## src/rtl/regfile_pc_param_pkg.sv

```systemverilog
// Shared definitions for the regfile_pc_param register file.
//   - Default widths and PC increment used by the top-level parameters.
//   - pc_src_e: which source updates the program counter this cycle.
//   - pc_select(): fixed-priority choice of that source.
package regfile_pc_param_pkg;

  localparam int DEF_DATA_W = 32;
  localparam int DEF_ADDR_W = 4;
  localparam int DEF_NRD    = 3;
  localparam int DEF_PC_INC = 4;

  typedef enum logic [1:0] {
    PC_SRC_HOLD,
    PC_SRC_LOAD,
    PC_SRC_GPR,
    PC_SRC_INC
  } pc_src_e;

  // External load beats a GPR write to the PC index, which beats auto-increment.
  function automatic pc_src_e pc_select(input logic pc_ld,
                                        input logic gpr_pc_hit,
                                        input logic pc_en);
    if (pc_ld)           return PC_SRC_LOAD;
    else if (gpr_pc_hit) return PC_SRC_GPR;
    else if (pc_en)      return PC_SRC_INC;
    else                 return PC_SRC_HOLD;
  endfunction

endpackage

```

## src/rtl/rf_word_reg.sv

```systemverilog
// One general-purpose register word: W-bit D flop with load enable.
// Ports:
//   clk  rising-edge clock
//   clr  asynchronous, active-low clear (word goes to 0)
//   en   load enable
//   d    next value, captured when en is high
//   q    current value
module rf_word_reg #(
  parameter int W = 32
) (
  input  logic         clk,
  input  logic         clr,
  input  logic         en,
  input  logic [W-1:0] d,
  output logic [W-1:0] q
);

  // NOTE: every storage word is flop-based and gets the async clear, because
  // the register file must read back as all zeros straight out of reset; a
  // RAM macro without reset could not honour that.
  always_ff @(posedge clk or negedge clr) begin
    if (!clr) begin
      q <= '0;
    end else if (en) begin
      // NOTE: sequential state uses non-blocking assignment so every flop
      // samples its inputs from before the edge, independent of block order.
      q <= d;
    end
  end

endmodule

```

## src/rtl/regfile_pc_param.sv

```systemverilog
// Decode-stage register file: 2**ADDR_W words of DATA_W bits, NRD combinational
// read ports, one write port. The top index holds the program counter, which
// auto-increments and can be loaded externally or through the write port.
// Ports:
//   clk, clr   rising-edge clock, asynchronous active-low clear
//   we/waddr/wdata   GPR write port (a write to the top index targets the PC)
//   raddr      NRD packed read indices, port k = raddr[k*ADDR_W +: ADDR_W]
//   rdata      NRD packed read words,   port k = rdata[k*DATA_W +: DATA_W]
//   pc_en      PC auto-increment enable (+PC_INC, wraps)
//   pc_ld      external PC load of pc_in (branch target)
//   pc_out     current PC
//   pc_clash   registered: pc_ld and a write to the PC index in the same cycle
// BYPASS=1 forwards wdata to matching read ports in the write cycle (never for
// the PC). ZERO_R0=1 makes register 0 a constant zero.
module regfile_pc_param
  import regfile_pc_param_pkg::*;
#(
  parameter int DATA_W  = DEF_DATA_W,
  parameter int ADDR_W  = DEF_ADDR_W,
  parameter int NRD     = DEF_NRD,
  parameter int PC_INC  = DEF_PC_INC,
  parameter bit BYPASS  = 1'b1,
  parameter bit ZERO_R0 = 1'b0
) (
  input  logic                  clk,
  input  logic                  clr,
  input  logic                  we,
  input  logic [ADDR_W-1:0]     waddr,
  input  logic [DATA_W-1:0]     wdata,
  input  logic [NRD*ADDR_W-1:0] raddr,
  output logic [NRD*DATA_W-1:0] rdata,
  input  logic                  pc_en,
  input  logic                  pc_ld,
  input  logic [DATA_W-1:0]     pc_in,
  output logic [DATA_W-1:0]     pc_out,
  output logic                  pc_clash
);

  localparam int                NREGS  = 2 ** ADDR_W;
  localparam logic [ADDR_W-1:0] PC_IDX = ADDR_W'(NREGS - 1);

  logic [NREGS-1:0][DATA_W-1:0] regs;
  logic                         gpr_pc_hit;
  logic [DATA_W-1:0]            pc_q;
  logic [DATA_W-1:0]            pc_d;
  pc_src_e                      pc_src;

  assign gpr_pc_hit = we && (waddr == PC_IDX);

  // General-purpose words 0 .. NREGS-2; the top slot is the PC below.
  for (genvar i = 0; i < NREGS - 1; i++) begin : g_gpr
    if (ZERO_R0 && (i == 0)) begin : g_zero
      assign regs[i] = '0;
    end else begin : g_word
      rf_word_reg #(.W(DATA_W)) u_word (
        .clk (clk),
        .clr (clr),
        .en  (we && (waddr == ADDR_W'(i))),
        .d   (wdata),
        .q   (regs[i])
      );
    end
  end

  always_comb begin
    pc_src = pc_select(pc_ld, gpr_pc_hit, pc_en);
    // NOTE: pc_d gets a default before the case so no path leaves it
    // unassigned, which would otherwise infer a latch.
    pc_d   = pc_q;
    unique case (pc_src)
      PC_SRC_LOAD: pc_d = pc_in;
      PC_SRC_GPR:  pc_d = wdata;
      PC_SRC_INC:  pc_d = pc_q + DATA_W'(PC_INC);
      PC_SRC_HOLD: pc_d = pc_q;
    endcase
  end

  always_ff @(posedge clk or negedge clr) begin
    if (!clr) begin
      pc_q     <= '0;
      pc_clash <= 1'b0;
    end else begin
      pc_q     <= pc_d;
      pc_clash <= pc_ld && gpr_pc_hit;
    end
  end

  assign regs[NREGS-1] = pc_q;
  assign pc_out        = pc_q;

  // Read ports: plain indexed read plus optional same-cycle forwarding. The PC
  // is excluded from forwarding so fetch always sees the pre-update value.
  for (genvar k = 0; k < NRD; k++) begin : g_rd
    logic [ADDR_W-1:0] ra;
    logic              byp_hit;

    assign ra      = raddr[k*ADDR_W +: ADDR_W];
    assign byp_hit = BYPASS && we && (ra == waddr) && (ra != PC_IDX)
                     && !(ZERO_R0 && (ra == '0));
    assign rdata[k*DATA_W +: DATA_W] = byp_hit ? wdata : regs[ra];
  end

endmodule

```

## config.mk

```make
export PLATFORM = sky130hd
export DESIGN_NAME = regfile_pc_param
export DESIGN_NICKNAME = d
export VERILOG_FILES = /design/src/rtl/regfile_pc_param_pkg.sv /design/src/rtl/rf_word_reg.sv /design/src/rtl/regfile_pc_param.sv
export SDC_FILE = /design/constraint.sdc
export NUM_CORES = 1
export LEC_CHECK = 0
export CAP_MARGIN = 15
export CORE_MARGIN = 1.5
export CORE_UTILIZATION = 45
export DETAILED_ROUTE_END_ITERATION = 8
export RECOVER_POWER = 25
export REMOVE_ABC_BUFFERS = 1
export SLEW_MARGIN = 5
export SYNTH_ARGS = -nofsm -noshare
export SYNTH_HDL_FRONTEND = slang
export SYNTH_SLANG_ARGS = --single-unit
```

## constraint.sdc

```tcl
create_clock -name clk -period 2.5 [get_ports clk]
set_input_delay 0.25 -clock clk [delete_from_list [all_inputs] [get_ports clk]]
set_output_delay 0.25 -clock clk [all_outputs]
set_load 0.02 [all_outputs]
```

Yosys cells after proc, flatten, opt, wreduce, memory -nomap -nowiden:

Cells that the tools add are included.

* $add $sub $neg: 1
* $lt $le $gt $ge: 3
* equality and inequality tests: 24
* muxes and demuxes: 13
* reductions and logical operators: 25

Operators by type and width (number)
* 32-bit binary-select mux with 4-bit select: 3
* 32-bit two-way mux: 6
* 32-bit one-hot mux with 3 select lines: 1
* 32-bit by 3-bit adder with 32-bit output (second input constant): 1
* 4-bit == test (second input constant): 8
* 1-bit logical AND: 23
* 4-bit by 3-bit == test with 1-bit output (second input constant): 4
* 4-bit by 5-bit less-than comparator with 1-bit output (second input constant): 3
* 4-bit == test: 3
* 4-bit inequality test (second input constant): 3
* 4-bit by 2-bit == test with 1-bit output (second input constant): 2
* 2-bit two-way mux: 3
* 2-bit == test (second input constant): 2
* 4-bit by 1-bit == test with 1-bit output (second input constant): 1
* 4-bit zero test: 1
* 2-bit by 1-bit == test with 1-bit output (second input constant): 1
* 2-bit zero test: 1

* bits in registers: 513
* word-level logic and storage cells: 83

Depth between registers and ports, before layout:

* depth in word-level cells: 6
* depth in mapped cells: 12
* depth with buffers taken out: 9

Cells and area by module:

Synthesis repeated with hierarchy kept, for this count alone.

* cell total of the unflattened synthesis: 2132
* area, all modules: 35730.5 sq um

Modules (own cells, without submodules)
* rf_word_reg: times used 15, cells an instance 68, area an instance 1345.0 sq um
* regfile_pc_param: times used 1, cells an instance 1112, area an instance 15554.9 sq um

Least setup slack after synthesis:

OpenSTA, ideal clock, no wires.

* kind: input to register
* from: input waddr[3]
* to: register pc_q[21] (netlist: pc_out[21])
* setup time: 0.127 ns
* data arrival time: 2.316 ns
* data required time: 2.373 ns
* path slack: 0.056 ns
* stages on the path: 11
* cell sequence: clkbuf_1 > nand3_1 > or2_2 > a21oi_1 > ha_1 > clkbuf_1 > clkbuf_1 > clkbuf_1 > a21oi_1 > a21oi_1 > nand3_1

* longest elaborated chain between the ends: 6
* elaborated cells on any way between the ends: 9
* classes of those cells: eq/ne: 4; mux: 3; reduce/logical: 2

RTL lines
* from (decl): RTL line regfile_pc_param.sv:28 `input logic [ADDR_W-1:0] waddr,`
* 4-bit == test *: RTL line regfile_pc_param.sv:48 `assign gpr_pc_hit = we && (waddr == PC_IDX);`
* 1-bit logical AND *: RTL line regfile_pc_param.sv:48
* 2-bit two-way mux *: RTL line regfile_pc_param_pkg.sv:24 `else if (gpr_pc_hit) return PC_SRC_GPR;`
* 2-bit two-way mux *: RTL line regfile_pc_param_pkg.sv:23 `if (pc_ld) return PC_SRC_LOAD;`
* 2-bit == test / 2-bit by 1-bit == test with 1-bit output (equally long branches): RTL line regfile_pc_param.sv:70 `unique case (pc_src)`
* 32-bit one-hot mux with 3 select lines: RTL line regfile_pc_param.sv:70
* to (signal assigned): RTL line regfile_pc_param.sv:83 `pc_q <= pc_d;`
* to (decl): RTL line regfile_pc_param.sv:44 `logic [DATA_W-1:0] pc_q;`

Mark *: on every way between the ends. The rest lies on a longest branch, timed or not.
A chain may end at the register's enable or synchronous reset.

Final worst setup path:

* from: register pc_q[17] (netlist: pc_out[17])
* to: output rdata[49]

* longest elaborated chain between the ends: 3

RTL lines
* 32-bit binary-select mux with 4-bit select: RTL line regfile_pc_param.sv:100 `assign rdata[k*DATA_W +: DATA_W] = byp_hit ? wdata : regs[ra];`
* 32-bit two-way mux (not written as such): RTL line regfile_pc_param.sv:100
* 32-bit two-way mux: RTL line regfile_pc_param.sv:100
* to (decl): RTL line regfile_pc_param.sv:31 `output logic [NRD*DATA_W-1:0] rdata,`

No other way between the ends. The select of a mux whose other input is x is not followed.

==> impl_metrics.env <==
export IMPL_hold_path_class="in -> reg"
export IMPL_area_sequential_mm2=0.0129
export IMPL_finish_cell_count_without_fillers=3501
export IMPL_multiInputGateArea_mm2=0.0198
export IMPL_clock_sinks=513
export IMPL_critPathTopFamily="multiplexers"
export IMPL_drt_first_iter_violations=2188
export IMPL_via_count_of_the_first_global_routing_pass=24500
export IMPL_fin_skew_ps=27.2
export IMPL_yosys_warnings=0
export IMPL_num_ports=214
export IMPL_grt_antenna_before_repair=7
export IMPL_detail_route_drc_violations=0
export IMPL_design_final_nets=2583
export IMPL_post_synth_arst_share_pct=100
export IMPL_worst_setup_hold_path_clk_slew_ps=60
export IMPL_grt_first_pass_wirelength_um=169000
export IMPL_ys_ff_latch=513
export IMPL_worstRegToRegCells=6
export IMPL_timing_critical_path_depth=4
export IMPL_drt_first_pass_iters=5
export IMPL_critical_path_data_arrival_time_ps=2560
export IMPL_coreArea_mm2=0.0733
export IMPL_unrepaired_setup_endpoints_after_global_routing="true"
export IMPL_die_height_um=276
export IMPL_timing_final_hold_violations=0
export IMPL_p_leak_uw=0.0170
export IMPL_critPathMostFrequentCell="sky130_fd_sc_hd__mux4_2"
export IMPL_holdWs_ps=314
export IMPL_insertion_delay_ps=660
export IMPL_gr_usage_all_layers_pct=30.5
export IMPL_route_antenna_remaining_nets=0
export IMPL_final_critical_path_setup_slack_ps=-307
export IMPL_grt_start_max_net_pins=72
export IMPL_timing_final_setup_violations=93
export IMPL_postRouteWirelength_um=113000
export IMPL_max_slew_margin_rel_pct=-28.6
export IMPL_fin_crit_ps=2810
export IMPL_worst_r2r_startpoint="pc_out[11]"
export IMPL_setup_reg_to_reg_worst_slack_ps=240
export IMPL_drive_above_1_share_pct=55.9
export IMPL_drt_vias_per_instance=6.65
export IMPL_failing_checks="capacitance limit, slew limit, setup timing"
export IMPL_netlist_instances=2190
export IMPL_detailed_place_hpwl_um=76800
export IMPL_synth_cell_area_mm2=0.0335
export IMPL_status="complete, but fails checks"
export IMPL_area_growth_synth_to_final_pct=23.8
export IMPL_synth_enable_flop_cells=0
export IMPL_clockBufferDepth=3
export IMPL_yosysUniqueCellTypes=54
export IMPL_ys_dominant_reg_cell="sky130_fd_sc_hd__dfrtp_1"
export IMPL_globalplace_congestion=0.885
export IMPL_detail_route_wl_per_cell_um=32.4
export IMPL_layout_common_cells="sky130_fd_sc_hd__dfrtp_1 (497), sky130_fd_sc_hd__mux4_2 (471), sky130_fd_sc_hd__mux2_2 (269)"
export IMPL_critPathSlowestCell="sky130_fd_sc_hd__mux4_2"
export IMPL_ir_drop_mv=0.584
export IMPL_starting_utilization_of_the_core_area_pct=45.6
export IMPL_rows=99
export IMPL_final_fill_count=5864
export IMPL_cp_max_fo=5
export IMPL_critical_path_n_buffers_inverters=1
export IMPL_max_freq_mhz=356
export IMPL_hold_path_end="pc_clash"
export IMPL_slowest_delay_ps=560
export IMPL_worstPathRequired_ps=2250
export IMPL_power_density_mw_per_mm2=786
export IMPL_hold_path_depth=2
export IMPL_detailroute_via_count=23300
export IMPL_worstPathCellList="mux4_2 > mux4_2 > mux2_4 > buf_6"
export IMPL_rr_endpoint="pc_out[17]"
export IMPL_fp_dieW_um=276
export IMPL_clockRootBuffer="sky130_fd_sc_hd__clkbuf_16"
export IMPL_min_from="pc_ld"
export IMPL_cts_max_level=2
export IMPL_synthesis_area_per_instance_um2=15.3
export IMPL_io_buffer_count=213
export IMPL_area_of_the_die_mm2=0.0760
export IMPL_dp_worst_setup_slack_ps=-563
export IMPL_most_common_library_cell_in_the_layout_ignoring_fill_and_taps="sky130_fd_sc_hd__dfrtp_1"
export IMPL_synth_sequential_area_ratio_pct=38.4
export IMPL_dp_cells=3372
export IMPL_maxSlewViolCount=60
export IMPL_cts_inserted_buffers=59
export IMPL_crit_type="reg -> out"
export IMPL_max_slew_worst_pin_slew_ps=1930
export IMPL_cap_viol_max_count=1
export IMPL_cts_tree="yes"
export IMPL_postLayoutCoreUtil_pct=56.5
export IMPL_worst_setup_path_end_kind="primary output"
export IMPL_gr_total_overflow=0
export IMPL_design_power_total_uw=32600
export IMPL_setup_worst_path_start_class="flip-flop"
export IMPL_post_route_period_util_pct=112
cell type report:
class	count	area share [%]
inverters	11	0.0997
multi-input cells	1383	47.7
diodes	1	0.00604
repair buffers	526	13.1
clock buffers	83	4.17
flip-flops and latches	513	31.0
well taps	959	2.90
clock inverters	25	1.01
worst max path at each step:
stage / startpoint / end
6_report: pc_out[17] / rdata[49]
5_1_grt: pc_out[19] / rdata[51]
4_1_cts: pc_out[17] / rdata[49]
3_5_place_dp: raddr[8] / rdata[94]
3_3_place_gp: raddr[8] / rdata[94]
2_1_floorplan: we / pc_out[24]
sequential cells by signal, indices dropped and copies added, names as in the netlist:
signal and flops:
pc_clash 1, pc_out 32, g_gpr.g_word.u_word.q 480
synth_stat cells, drive strengths merged (9+ instances only):
cell type	count	area (um^2)
clkbuf	174	659
inv	11	41.3
mux4	471	10600
mux2i	17	170
buf	109	694
a21oi	38	190
o21ai	16	80.1
dfrtp	513	12800
nand3	15	75.1
nand4	15	93.8
nor3	10	50.1
nand2	40	150
a22oi	11	82.6
nor2	31	116
mux2	573	6450
xnor2	9	78.8
and2	12	75.1
and3	9	56.3
report_power, final:
part	total, uW	leakage [uW]	switching (uW)	internal, uW
Sequential	12100	0.00627	1920	10200
Combinational	10800	0.00971	4090	6730
Clock	9620	0.00106	3710	5910
kinds of logic (layout without fill, tap and decap cells):
family,Yosys count,in the layout,share of synthesized area (%)
other,0,1,0
and+or+nand+nor,184,184,2.98
DFF,513,513,38.4
adders and majority gates,4,4,0.150
xor gates and xnor gates,9,9,0.236
buffers and inverters,294,645,4.17
AOI/OAI and AO/OA,125,125,2.60
muxes,1061,1061,51.5
metal layers:
| metal | share of wire, % | routed length [um] | track usage [%] |
|---|---|---|---|
| met5 | 0.011 | 13 | 0 |
| met4 | 4.0 | 4530 | 11.0 |
| met3 | 7.7 | 8680 | 5.74 |
| met2 | 48 | 54500 | 49.1 |
| met1 | 40 | 45500 | 41.6 |
through the flow:
stage,TNS [ps],instance area (um^2)
floorplan,-13970,32100
global placement,-43470,38600
detailed placement,-45110,38600
CTS,-23500,41400
global route,-43120,41400
finish,-21220,41400
what timing repair did:
item                                   CTS  global route
buffers inserted                        15             4
hold buffers                             1             0
gates resized for setup                688            10
endpoints found under the hold margin   50             0
setup endpoints to repair               96            99
gates cloned                             0             0
pin swaps                                1             3
No activity file was read; power rests on OpenSTA's default activity.
